$ cat src/rtl/irq_priority_ctrl_if.sv
// Bus between interrupt sources / core and the irq_priority_ctrl block.
// master: drives source requests, enables and the core return pulse.
// slave : the controller, drives the core request, active id, returns, pending.
interface irq_priority_ctrl_if #(
  parameter int N_SRC = 8,
  parameter int ID_W  = 4
);
  logic [N_SRC-1:0] src_irq_i;
  logic [N_SRC-1:0] src_en_i;
  logic             core_irq_ret_i;
  logic             core_irq_req_o;
  logic [ID_W-1:0]  active_id_o;
  logic [N_SRC-1:0] src_irq_ret_o;
  logic [N_SRC-1:0] pending_o;

  modport master (
    output src_irq_i, src_en_i, core_irq_ret_i,
    input  core_irq_req_o, active_id_o, src_irq_ret_o, pending_o
  );

  modport slave (
    input  src_irq_i, src_en_i, core_irq_ret_i,
    output core_irq_req_o, active_id_o, src_irq_ret_o, pending_o
  );
endinterface

$ cat src/rtl/irq_priority_ctrl.sv
// Interrupt priority controller: captures rising edges of N_SRC interrupt
// sources into a pending vector, arbitrates the enabled pending sources and
// services one of them at a time with the core (IDLE -> ACTIVE -> RETIRE).
// Arbitration is fixed priority (lowest index wins) by default; defining
// IRQ_PRIORITY_CTRL_ROUND_ROBIN_EN selects round-robin starting after the
// last granted source.
module irq_priority_ctrl #(
  parameter int N_SRC = 8,
  parameter int ID_W  = 4
) (
  input logic               clk_i,
  input logic               rst_i,
  irq_priority_ctrl_if.slave bus
);

  typedef enum logic [1:0] {IDLE, ACTIVE, RETIRE} state_t;

  state_t           state_reg;
  logic [N_SRC-1:0] src_irq_prev_reg;
  logic [N_SRC-1:0] pending_reg;
  logic [N_SRC-1:0] pending_next;
  logic [N_SRC-1:0] clear_vec;
  logic [N_SRC-1:0] eligible;
  logic             any_eligible;
  logic             ret_accept;
  logic [ID_W-1:0]  winner;
  logic             core_irq_req_reg;
  logic [ID_W-1:0]  active_id_reg;
  logic [N_SRC-1:0] src_irq_ret_reg;

  // The core return only counts while a service is in progress.
  assign ret_accept   = (state_reg == ACTIVE) && bus.core_irq_ret_i;
  assign eligible     = pending_reg & bus.src_en_i;
  assign any_eligible = |eligible;

  // Per-source pending update: a new edge always wins over a clear.
  generate
    for (genvar gi = 0; gi < N_SRC; gi++) begin : g_src
      assign clear_vec[gi]    = ret_accept && (active_id_reg == ID_W'(gi));
      assign pending_next[gi] = (pending_reg[gi] & ~clear_vec[gi])
                              | (bus.src_irq_i[gi] & ~src_irq_prev_reg[gi]);
    end
  endgenerate

  // Edge capture and pending vector; enables do not gate capture.
  always_ff @(posedge clk_i) begin
    if (rst_i) begin
      src_irq_prev_reg <= '0;
      pending_reg      <= '0;
    end else begin
      src_irq_prev_reg <= bus.src_irq_i;
      pending_reg      <= pending_next;
    end
  end

`ifdef IRQ_PRIORITY_CTRL_ROUND_ROBIN_EN
  logic [ID_W-1:0] rr_ptr_reg;
  logic            rr_found;
  int              rr_idx;

  // Round-robin search starting one past the last granted source.
  always_comb begin
    winner   = '0;
    rr_found = 1'b0;
    rr_idx   = 0;
    for (int k = 1; k <= N_SRC; k++) begin
      rr_idx = (int'(rr_ptr_reg) + k) % N_SRC;
      if (!rr_found && eligible[rr_idx]) begin
        winner   = ID_W'(rr_idx);
        rr_found = 1'b1;
      end
    end
  end

  // Last-granted pointer moves when a service starts.
  always_ff @(posedge clk_i) begin
    if (rst_i) begin
      rr_ptr_reg <= ID_W'(N_SRC - 1);
    end else if (state_reg == IDLE && any_eligible) begin
      rr_ptr_reg <= winner;
    end
  end
`else
  // Fixed priority: scanning downward leaves the lowest eligible index.
  always_comb begin
    winner = '0;
    for (int i = N_SRC - 1; i >= 0; i--) begin
      if (eligible[i]) winner = ID_W'(i);
    end
  end
`endif

  // Service FSM with registered core request, active id and return pulse.
  always_ff @(posedge clk_i) begin
    if (rst_i) begin
      state_reg        <= IDLE;
      core_irq_req_reg <= 1'b0;
      active_id_reg    <= '0;
      src_irq_ret_reg  <= '0;
    end else begin
      src_irq_ret_reg <= '0;
      case (state_reg)
        IDLE: begin
          if (any_eligible) begin
            state_reg        <= ACTIVE;
            active_id_reg    <= winner;
            core_irq_req_reg <= 1'b1;
          end
        end
        ACTIVE: begin
          if (bus.core_irq_ret_i) begin
            state_reg        <= RETIRE;
            core_irq_req_reg <= 1'b0;
            src_irq_ret_reg  <= clear_vec;
          end
        end
        RETIRE: begin
          state_reg <= IDLE;
        end
        default: begin
          state_reg        <= IDLE;
          core_irq_req_reg <= 1'b0;
        end
      endcase
    end
  end

  assign bus.core_irq_req_o = core_irq_req_reg;
  assign bus.active_id_o    = active_id_reg;
  assign bus.src_irq_ret_o  = src_irq_ret_reg;
  assign bus.pending_o      = pending_reg;

endmodule

$ cat src/flat_wrapper.sv
// flat-port wrapper written by rule: the top's interface ports become plain ports
module irq_priority_ctrl_flat 
#(
  parameter int N_SRC = 8,
  parameter int ID_W  = 4
)
  (clk_i, rst_i, bus_src_irq_i, bus_src_en_i, bus_core_irq_ret_i, bus_core_irq_req_o, bus_active_id_o, bus_src_irq_ret_o, bus_pending_o);
  irq_priority_ctrl_if #(.N_SRC(N_SRC), .ID_W(ID_W)) bus_i ();
  input logic clk_i;
  input logic rst_i;
  input wire logic [$bits(bus_i.src_irq_i)-1:0] bus_src_irq_i;
  input wire logic [$bits(bus_i.src_en_i)-1:0] bus_src_en_i;
  input wire logic [$bits(bus_i.core_irq_ret_i)-1:0] bus_core_irq_ret_i;
  output wire logic [$bits(bus_i.core_irq_req_o)-1:0] bus_core_irq_req_o;
  output wire logic [$bits(bus_i.active_id_o)-1:0] bus_active_id_o;
  output wire logic [$bits(bus_i.src_irq_ret_o)-1:0] bus_src_irq_ret_o;
  output wire logic [$bits(bus_i.pending_o)-1:0] bus_pending_o;
  assign bus_i.src_irq_i = bus_src_irq_i;
  assign bus_i.src_en_i = bus_src_en_i;
  assign bus_i.core_irq_ret_i = bus_core_irq_ret_i;
  assign bus_core_irq_req_o = bus_i.core_irq_req_o;
  assign bus_active_id_o = bus_i.active_id_o;
  assign bus_src_irq_ret_o = bus_i.src_irq_ret_o;
  assign bus_pending_o = bus_i.pending_o;
  irq_priority_ctrl #(.N_SRC(N_SRC), .ID_W(ID_W)) u_core (.clk_i(clk_i), .rst_i(rst_i), .bus(bus_i));
endmodule
$ cat config.mk
export PLATFORM = sky130hd
export DESIGN_NAME = irq_priority_ctrl_flat
export DESIGN_NICKNAME = d
export VERILOG_FILES = /design/src/rtl/irq_priority_ctrl_if.sv /design/src/rtl/irq_priority_ctrl.sv /design/src/flat_wrapper.sv
export SDC_FILE = /design/constraint.sdc
export NUM_CORES = 1
export LEC_CHECK = 0
export BUFFER_PORTS_ARGS = -buffer_cell sky130_fd_sc_hd__buf_2
export CORE_UTILIZATION = 40
export CTS_CLUSTER_SIZE = 14
export DETAILED_ROUTE_END_ITERATION = 8
export PLACE_DENSITY = 0.78
export SYNTH_ARGS = -nofsm -noshare
export SYNTH_HDL_FRONTEND = slang
export SYNTH_SLANG_ARGS = --single-unit
$ cat constraint.sdc
create_clock -name clk_i -period 2.4 [get_ports clk_i]
set_input_delay 0.12 -clock clk_i [delete_from_list [all_inputs] [get_ports clk_i]]
set_output_delay 0.12 -clock clk_i [all_outputs]
set_load 0.005 [all_outputs]
==> impl_results.md, run 1 <==
* Worst-path fanout max at 5
* DR vias/cell at 5.24
* Final WL at 2370 microns
* Distinct cells, synth at 28
* Diode count at 0
* DR WL/cell at 12.5 microns
* Worst setup path start: u_core.bus.active_id_o[2]
* Reg2reg end: u_core.bus.pending_o[5]
* H-tree depth at 2
* Vias in the first global route at 962
* DRT iter0 DRCs at 25
* Global-route wire length before repair at 3980 microns
* Mapped Area at 0.00109 sq mm
* Total Nets Final at 178
* Total CTS buffers at 5
* Crit-path cells: nor2b_1, or3b_1, o21ai_0, a21oi_1
* Layout Skew at 0.00430 ns
* Ys Warns at 0
* Sequential share of power at 0.527
* Post-synth top area cell: dfxtp_1
* First-pass detailed-route iteration total at 4
* P per Cell Area at 771 mW/mm^2
* FF-to-FF path depth at 4
* Top area cells in the synthesized netlist: dfxtp_1 55%, a21oi_1 5.9%, nand2b_1 5.7%, nor2b_1 5.1%, o21ai_0 3.7%
* Post-synth EDFFs at 0
* Total Routing Usage GR at 0.195
* Synth Net Count at 138
* Clock transition at path regs at 0.09 ns
* Gpl congestion at 0.798
* Die Area at 0.00295 sq mm
* CP arrival at 1.65 ns
* Final period util at 0.601
* PortBufs at 38
* Pin count of the biggest net entering global routing at 28
* TNS Setup at 0 ns
* Fmax achieved at 0.694 GHz
* Fraction of layout instances using a drive strength above 1 at 0.306
* Crit path launch type: flop
* Worst setup EP type: flop
* Mapped Cells at 119
* TritonCTS Sinks at 30
* Reg2reg start: u_core.bus.active_id_o[2]
* Yosys top cell area share at 0.549
* Clk network pwr share at 0.348
* Rows at 18
* CTS tree: yes
* Post-DP HPWL at 1750 microns
* Critical Path Max Stage Delay at 0.43 ns
* Setup Fix Bufs, Post-CTS at 0
* Sequential area share after synthesis at 0.549
* GR Overflow Total at 0
* Worst hold path type: in -> reg
* Clock Root Buffer: clkbuf_4
* Post-CTS resize count at 0
* Initial core utilization at 0.434
* Critical-path top delay cell: or3b_1
* Switch Pwr at 0.270 mW
* Crit path required time at 2.61 ns
* DRT antenna net count at 0
* Leak Pwr at 0.630 nW
* Reg area at 601 sq um
* RSZ-0062 raised after global routing: false
* Final setup vio count at 0
* Top_reg_cell synth: dfxtp_1
* Post-synthesis sequential element count at 30
* Die height at 54.3 microns
* CP endpoint: u_core.bus.pending_o[5]
* Internal power at 0.793 mW
* Initial antenna violation count at 0
* Pre-CTS WS at 1.00 ns
* Setup Crit Path Kind: reg -> reg
* DR DRC count at 0
* Logic gate share of total power at 0.125
* Status: completed
* Total of fill cells in the finished design at 254
* Post-route minimum period at 1.44 ns
* Final count of hold timing violations at 0
* Maximum clock path buffer count at 2
* Switch share at 0.254
* Async SR Flop Fraction at 0
* Max-Cap Viols at 0
* Skew-Pair Late Insertion Delay at 0.33 ns
* Syn avg cell area at 9.20 sq um
* Area Overhead vs Synth at 25.9%
* Hold-fix buffers, CTS at 0
* CORE AREA at 0.00252 sq mm
* R2R setup slack at 0.96 ns
* Die Span X at 54.3 microns
* # IOs at 40
* Via count at 996
* Fin. max-slew vios at 0
* Worst setup margin at 0.958 ns
* Max IR drop VDD at 0.000460 V
* Area of the multi-input gates at 460 sq um
## logic make-up (layout without fill, tap and decap cells)
group	Yosys count	after routing	share of synthesized area
simple gates	46	46	0.233
compound gates	34	34	0.184
flops	30	30	0.549
buf+inv	8	49	0.0309
other cells	1	1	0.00343
## layout make-up
cell class / count / share of cell area
timing repair buffer: 38 / 0.138
sequential: 30 / 0.436
tap: 30 / 0.0272
inverter: 3 / 0.00817
clock buffer: 8 / 0.0572
multi-input combinational: 81 / 0.334
## worst min-delay path by stage
| stage | start | end | cells after the start | slack, ns |
|---|---|---|---|---|
| floorplan | bus_src_irq_i[0] | u_core.src_irq_prev_reg[0] | 1 | 0.25 |
| detailed placement | bus_src_irq_i[3] | u_core.src_irq_prev_reg[3] | 2 | 0.35 |
| finish | bus_src_irq_i[1] | u_core.src_irq_prev_reg[1] | 2 | 0.005 |
| CTS | bus_src_irq_i[7] | u_core.src_irq_prev_reg[7] | 2 | 0.004 |
| global route | bus_src_irq_i[0] | u_core.src_irq_prev_reg[0] | 2 | 0.002 |
| global placement | bus_src_irq_i[0] | u_core.src_irq_prev_reg[0] | 2 | 0.35 |
## per-layer routing
metal,up-vias,wire [microns],track usage
li1,489,-,-
met1,457,1050,0.217
met2,45,1060,0.319
met3,5,227,0.0778
met4,0,29,0.103
met5,-,0,0
## placed cells by master (no fill, tap or decap), types with 2 or more instances in the layout
cell type / synthesis / routed
clkbuf_4: 0 / 5
o21ai_1: 2 / 2
nor2b_1: 9 / 9
nand2b_1: 10 / 10
nand2_1: 8 / 8
nor2_1: 6 / 6
nor3_1: 6 / 6
clkbuf_8: 0 / 3
a21oi_1: 13 / 13
inv_1: 3 / 3
a22oi_1: 4 / 4
dfxtp_1: 30 / 30
buf_2: 0 / 38
o21ai_0: 8 / 8
## power by group through the flow
stage | clock network (mW) | registers, mW | logic (mW)
6_report | 0.370 | 0.560 | 0.133
5_1_grt | 0.404 | 0.565 | 0.150
4_1_cts | 0.376 | 0.559 | 0.134
3_5_place_dp | 0 | 0.571 | 0.133
3_3_place_gp | 0 | 0.569 | 0.129
2_1_floorplan | 0 | 0.563 | 0.0820
## stage by stage
stage / total power, mW / util / cells / instance area (sq um) / hold WS [ns]
after CTS: 1.07 / 0.547 / 190 / 1380 / 0.00449
after global routing: 1.12 / 0.547 / 190 / 1380 / 0.00244
after detailed placement: 0.704 / 0.515 / 182 / 1300 / 0.354
final: 1.06 / 0.547 / 190 / 1380 / 0.00514
after global placement: 0.698 / 0.515 / 182 / 1300 / 0.349
after floorplan: 0.645 / - / 119 / 1090 / 0.248
## synthesized netlist by cell type (2+ instances only)
library cell / count
nand2b_1: 10
dfxtp_1: 30
clkbuf_1: 4
a21oi_1: 13
nand2_1: 8
inv_1: 3
a22oi_1: 4
nor2_1: 6
nor2b_1: 9
nor3_1: 6
o21ai_0: 8
o21ai_1: 2
## worst max-delay path, delay by kind of cell (launching register included)
| kind | cells | cell delay, ns |
|---|---|---|
| flip-flops | 1 | 0.41 |
| AND/OR/NAND/NOR | 2 | 0.61 |
| AO/OA/AOI/OAI | 2 | 0.30 |
No activity file was read; power rests on OpenSTA's default activity.
==> run 2: changes to the inputs <==
--- a/config.mk
+++ b/config.mk
@@ -9,7 +9,7 @@
 export CORE_UTILIZATION = 40
 export CTS_CLUSTER_SIZE = 14
 export DETAILED_ROUTE_END_ITERATION = 8
-export PLACE_DENSITY = 0.78
+export PLACE_DENSITY = 0.8
 export SYNTH_ARGS = -nofsm -noshare
 export SYNTH_HDL_FRONTEND = slang
 export SYNTH_SLANG_ARGS = --single-unit
==> constraint.sdc (replaced) <==
create_clock -name clk_i -period 1.24 [get_ports clk_i]
set_input_delay 0.062 -clock clk_i [delete_from_list [all_inputs] [get_ports clk_i]]
set_output_delay 0.062 -clock clk_i [all_outputs]
set_load 0.005 [all_outputs]
==> run 2 against run 1 <==
Largest power group unchanged. First-iteration DRC count increased by 28%. Highest routed layer unchanged. Maximum frequency increased by 11%. Flip-flop and latch count unchanged. Clock-buffer cell count decreased by 1. Via count increased by 14%. Worst hold slack improved by 0.028 ns. Power increased by 91%. Clock skew increased by 0.00081 ns. Cell count increased by 15%. The run now ends with setup timing left. Clock power increased by 39%. Setup slack got worse by 1.0 ns. Register-to-register slack got worse by 1.0 ns.
==> impl_results.md, run 2 (synthesized netlist as in run 1, its figures left out) <==
* Status: finished with violations
* Failing checks: setup timing
* Crit path launch type: flop
* FF-to-FF path depth at 4 (unchanged)
* Skew-Pair Late Insertion Delay at 0.32 ns (about the same)
* TNS Setup at -0.166 ns (-0.166 ns)
* Final setup vio count at 5 (+5)
* Crit path required time at 1.45 ns (-1.16 ns)
* Max IR drop VDD at 0.00113 V (+150%)
* Maximum clock path buffer count at 2 (unchanged)
* Crit path buf inv count at 0 (unchanged)
* Setup Crit Path Kind: reg -> reg
* Die height at 54.3 microns (unchanged)
* Gpl congestion at 0.814 (+1.9%)
* Area Overhead vs Synth at 50.4%
* Rows at 18 (unchanged)
* Total Routing Usage GR at 0.230 (+0.0346)
* Final WL at 2980 microns (+26%)
* Crit-path cells: nand2_4, or4b_4, o21ai_2, a21oi_1
* Diode count at 0 (unchanged)
* Clock transition at path regs at 0.08 ns (about the same)
* CP arrival at 1.51 ns (-0.14 ns)
* P per Cell Area at 1230 mW/mm^2 (+60%)
* DR DRC count at 0 (unchanged)
* Vias in the first global route at 1064 (+11%)
* GR Overflow Total at 0 (unchanged)
* Total Nets Final at 207 (+16%)
* Layout Skew at 0.00510 ns (+0.000806 ns)
* Initial core utilization at 0.434 (unchanged)
* Leak Pwr at 0.766 nW (+21%)
* Critical-path top delay cell: or4b_4
* Leading cell type in the layout, fill and taps excluded: buf_2
* Worst setup margin at -0.0550 ns (-1.01 ns)
* Worst setup EP type: flop
* DRT iter0 DRCs at 32 (+28%)
* Worst hold path type: in -> reg
* Post-DP HPWL at 2090 microns (+19%)
* Reg2reg start: u_core.state_reg[0]
* Most frequent cells in the layout: 38 x buf_2, 26 x dfxtp_1, 20 x buf_4
* Total power at 2.03 mW (+91%)
* Global-route wire length before repair at 4610 microns (+16%)
* DR WL/cell at 13.7 microns (+9.7%)
* PortBufs at 38 (unchanged)
* Pin count of the biggest net entering global routing at 22 (-21%)
* Final count of hold timing violations at 0 (unchanged)
* Fraction of layout instances using a drive strength above 1 at 0.436 (+0.130)
* # IOs at 40 (unchanged)
* TritonCTS Sinks at 30 (unchanged)
* Critical Path Max Stage Delay at 0.57 ns (+0.14 ns)
* Hold slack at 0.0332 ns (+0.0281 ns)
* Via count at 1134 (+14%)
* DR vias/cell at 5.20 (-0.77%)
* Fin. max-slew vios at 0 (unchanged)
* Die Area at 0.00295 sq mm (unchanged)
* Max-Cap Viols at 0 (unchanged)
* Total CTS buffers at 5 (unchanged)
* DRT antenna net count at 0 (unchanged)
* Final period util at 1.04 (+0.444)
* Worst-path fanout max at 4 (-1)
* Post-route minimum period at 1.29 ns (-0.147 ns)
* Die Span X at 54.3 microns (unchanged)
* Largest delay share family, worst path: simple AND/OR/NAND/NOR gates
* HP Start: bus_core_irq_ret_i
* RSZ-0062 raised after global routing: true
* Pre-CTS WS at -0.0713 ns (-1.08 ns)
* CTS tree: yes
* Fmax achieved at 0.772 GHz (+11%)
* CORE AREA at 0.00252 sq mm (unchanged)
* Min-Delay Endpoint: u_core.state_reg[1]
* H-tree depth at 2 (unchanged)
* Initial antenna violation count at 0 (unchanged)
* Reg2reg end: u_core.bus.pending_o[2]
* First-pass detailed-route iteration total at 4 (unchanged)
* Hold path depth at 3 (+1)
* Clock Root Buffer: clkbuf_4
* R2R setup slack at -0.05 ns (-1.01 ns)
-- run 2: worst min-delay path, stage by stage --
cell	delay (ns)
buf_2	0.13
nand2_4	0.09
nor3_1	0.04
-- run 2: stage by stage --
step | util | instance area (sq um) | std cells
floorplan | - | 1100 | 119
global placement | 0.571 | 1440 | 200
detailed placement | 0.571 | 1440 | 200
CTS | 0.635 | 1600 | 217
global route | 0.653 | 1650 | 218
finish | 0.653 | 1650 | 218
-- run 2: per-layer routing --
| metal | GRT usage | vias up | wire length [microns] |
|---|---|---|---|
| li1 | - | 552 | - |
| met1 | 0.241 | 529 | 1210 |
| met2 | 0.411 | 48 | 1520 |
| met3 | 0.0778 | 5 | 197 |
| met4 | 0.103 | 0 | 55 |
| met5 | 0 | - | 0 |
-- run 2: power breakdown --
part	switching, mW	internal (mW)	leakage [nW]	total, mW
logic	0.198	0.233	0.491	0.431
clock network	0.302	0.213	0.0254	0.515
registers	0.0526	1.03	0.249	1.08
total	0.552	1.47	0.766	2.03
-- run 2: layout make-up --
class | instances | area (sq um)
timing repair buffer | 67 | 430
fill | 209 | 876
sequential | 30 | 608
inverter | 3 | 11.3
multi-input combinational | 81 | 514
tap | 30 | 37.5
clock buffer | 7 | 45.0
-- run 2: repair_timing --
action,CTS,global route
hold buffers,9,0
setup endpoints to repair,11,15
gates resized for setup,9,12
pin swaps,0,5
endpoints found under the hold margin,18,0
setup buffers,1,1
-- run 2: how the worst max path moves through the flow --
| stage | from | endpoint | slack (ns) | depth (start not counted) |
|---|---|---|---|---|
| final | u_core.state_reg[0] | u_core.bus.pending_o[2] | -0.05 | 4 |
| after CTS | u_core.state_reg[0] | u_core.bus.pending_o[2] | -0.06 | 4 |
| after global routing | u_core.state_reg[0] | u_core.bus.pending_o[3] | -0.10 | 4 |
| after global placement | u_core.state_reg[0] | u_core.bus.pending_o[3] | -0.03 | 4 |
| after detailed placement | u_core.state_reg[1] | u_core.bus.pending_o[1] | -0.07 | 3 |
| after floorplan | u_core.state_reg[0] | u_core.bus.pending_o[2] | 0.001 | 4 |
==> run 3: changes to the inputs <==
--- a/config.mk
+++ b/config.mk
@@ -9,6 +9,7 @@
 export CORE_UTILIZATION = 40
 export CTS_CLUSTER_SIZE = 14
 export DETAILED_ROUTE_END_ITERATION = 8
+export HOLD_SLACK_MARGIN = 0.1
 export PLACE_DENSITY = 0.8
 export SYNTH_ARGS = -nofsm -noshare
 export SYNTH_HDL_FRONTEND = slang
==> run 3 against run 2 <==
Critical path type unchanged. Clock-buffer cell count is the same. Critical endpoint unchanged. Maximum frequency increased by 0.40%. Highest routed layer unchanged. The flow still finishes with violations (setup timing). Combinational power rose by 3%. Clock power increased by 1%. Wire length grew 2.6%. Non-clock buffer count increased by 3. Via count increased by 1.2%. Final area is 1.9% higher.
==> impl_results.md, run 3 (synthesized netlist as in run 1, its figures left out) <==
* Final period util at 1.04 (-0.00419)
* Total Nets Final at 210 (+1.4%)
* Vias in the first global route at 1084 (+1.9%)
* Post-route minimum period at 1.29 ns (-0.00519 ns)
* Skew-Pair Late Insertion Delay at 0.33 ns (about the same)
* Critical-path top delay cell: or4b_4
* First-pass detailed-route iteration total at 4 (unchanged)
* Final setup vio count at 5 (unchanged)
* Worst hold path type: in -> reg
* Crit-path cells: nand2_4, or4b_4, o21ai_2, a21oi_1
* Largest delay share family, worst path: simple AND/OR/NAND/NOR gates
* Crit path launch type: flop
* Total Routing Usage GR at 0.236 (+0.00639)
* Reg2reg start: u_core.state_reg[0]
* Setup Crit Path Kind: reg -> reg
* Crit path required time at 1.45 ns (about the same)
* Global-route wire length before repair at 4730 microns (+2.5%)
* Fin. max-slew vios at 0 (unchanged)
* TNS Setup at -0.156 ns (+0.0107 ns)
* P per Cell Area at 1220 mW/mm^2 (-0.95%)
* Hold slack at 0.128 ns (+0.0948 ns)
* Clock transition at path regs at 0.08 ns (about the same)
* Max IR drop VDD at 0.00113 V (about the same)
* Leading cell type in the layout, fill and taps excluded: buf_2
* Area Overhead vs Synth at 53.3%
* Reg2reg end: u_core.bus.pending_o[2]
* Initial core utilization at 0.434 (unchanged)
* Crit path buf inv count at 0 (unchanged)
* CORE AREA at 0.00252 sq mm (unchanged)
* DR WL/cell at 13.8 microns (+1.2%)
* Rows at 18 (unchanged)
* Post-DP HPWL at 2090 microns (unchanged)
* Final WL at 3060 microns (+2.6%)
* R2R setup slack at -0.05 ns (about the same)
* Worst setup EP type: flop
* Maximum clock path buffer count at 2 (unchanged)
* Gpl congestion at 0.814 (unchanged)
* CP arrival at 1.50 ns (about the same)
* Most frequent cells in the layout: 38 x buf_2, 26 x dfxtp_1, 20 x buf_4
* DR DRC count at 0 (unchanged)
* Diode count at 0 (unchanged)
* DRT antenna net count at 0 (unchanged)
* Via count at 1148 (+1.2%)
* # IOs at 40 (unchanged)
* Failing checks: setup timing
* Worst setup path start: u_core.state_reg[0]
* Final count of hold timing violations at 0 (unchanged)
* Die Span X at 54.3 microns (unchanged)
* Leak Pwr at 0.777 nW (+1.5%)
* Status: finished with violations
* RSZ-0062 raised after global routing: true
* Die Area at 0.00295 sq mm (unchanged)
* DRT iter0 DRCs at 22 (-31%)
* Worst setup margin at -0.0498 ns (+0.00519 ns)
* GR Overflow Total at 0 (unchanged)
* Pin count of the biggest net entering global routing at 22 (unchanged)
* Die height at 54.3 microns (unchanged)
* Min-Delay Endpoint: u_core.bus.core_irq_req_o
* TritonCTS Sinks at 30 (unchanged)
* FF-to-FF path depth at 4 (unchanged)
* Fmax achieved at 0.775 GHz (+0.40%)
* PortBufs at 38 (unchanged)
* Layout Skew at 0.00771 ns (+0.00260 ns)
* Initial antenna violation count at 0 (unchanged)
* Clock Root Buffer: clkbuf_4
* Fraction of layout instances using a drive strength above 1 at 0.435 (-0.00162)
* DR vias/cell at 5.19 (-0.14%)
* Hold path depth at 4 (+1)
* Critical Path Max Stage Delay at 0.56 ns (about the same)
* Worst-path fanout max at 4 (unchanged)
* Pre-CTS WS at -0.0713 ns (unchanged)
* H-tree depth at 2 (unchanged)
* CTS tree: yes
* HP Start: bus_core_irq_ret_i
* Max-Cap Viols at 0 (unchanged)
* Total CTS buffers at 5 (unchanged)
[run 3: cell count changes in the layout (fill, tap and decap cells not counted), sizes merged]
cell	before	now
dlygate4sd3	9	12
[run 3: metal layers]
metal  vias up  part of all wire  track usage
li1        554                 -            -
met1       526              0.38        0.245
met2        59              0.51        0.419
met3         9             0.085       0.0889
met4         0             0.027        0.107
met5         -                 0            0
[run 3: worst min-delay path, stage by stage]
cell and delay [ns]:
buf_2 0.13, o21ai_0 0.09, nand2_1 0.07, a21oi_1 0.05
[run 3: final cells by class]
cell class	instances	area [sq um]
clock buffers	7	45.0
flip-flops and latches	30	606
fillers	201	845
repair buffers	70	460
inverters	3	11.3
multi-input cells	81	518
well taps	30	37.5
[run 3: report_power, final]
group	switching, mW	internal [mW]
sequential	0.0540	1.03
clock	0.306	0.213
combinational	0.201	0.241
total	0.562	1.48
[run 3: how the worst max path moves through the flow]
stage                              endpoint  slack [ns]  cells after the start
finish              u_core.bus.pending_o[2]       -0.05                      4
global placement    u_core.bus.pending_o[3]       -0.03                      4
detailed placement  u_core.bus.pending_o[1]       -0.07                      3
global route        u_core.bus.pending_o[3]       -0.11                      4
floorplan           u_core.bus.pending_o[2]       0.001                      4
CTS                 u_core.bus.pending_o[2]       -0.05                      4
[run 3: what timing repair did]
item | 4_1_cts | 5_1_grt
hold buffers | 12 | 0
endpoints found under the hold margin | 21 | 0
buffers inserted | 1 | 1
resized for setup | 9 | 13
pin swaps | 0 | 4
endpoints found under the setup margin | 11 | 17
[run 3: metrics by stage]
step / instance area [sq um] / cells / util / total power, mW
finish: 1680 / 221 / 0.665 / 2.05
floorplan: 1100 / 119 / - / 1.25
global route: 1680 / 221 / 0.665 / 2.16
detailed placement: 1440 / 200 / 0.571 / 1.46
global placement: 1440 / 200 / 0.571 / 1.44
CTS: 1630 / 220 / 0.647 / 2.03
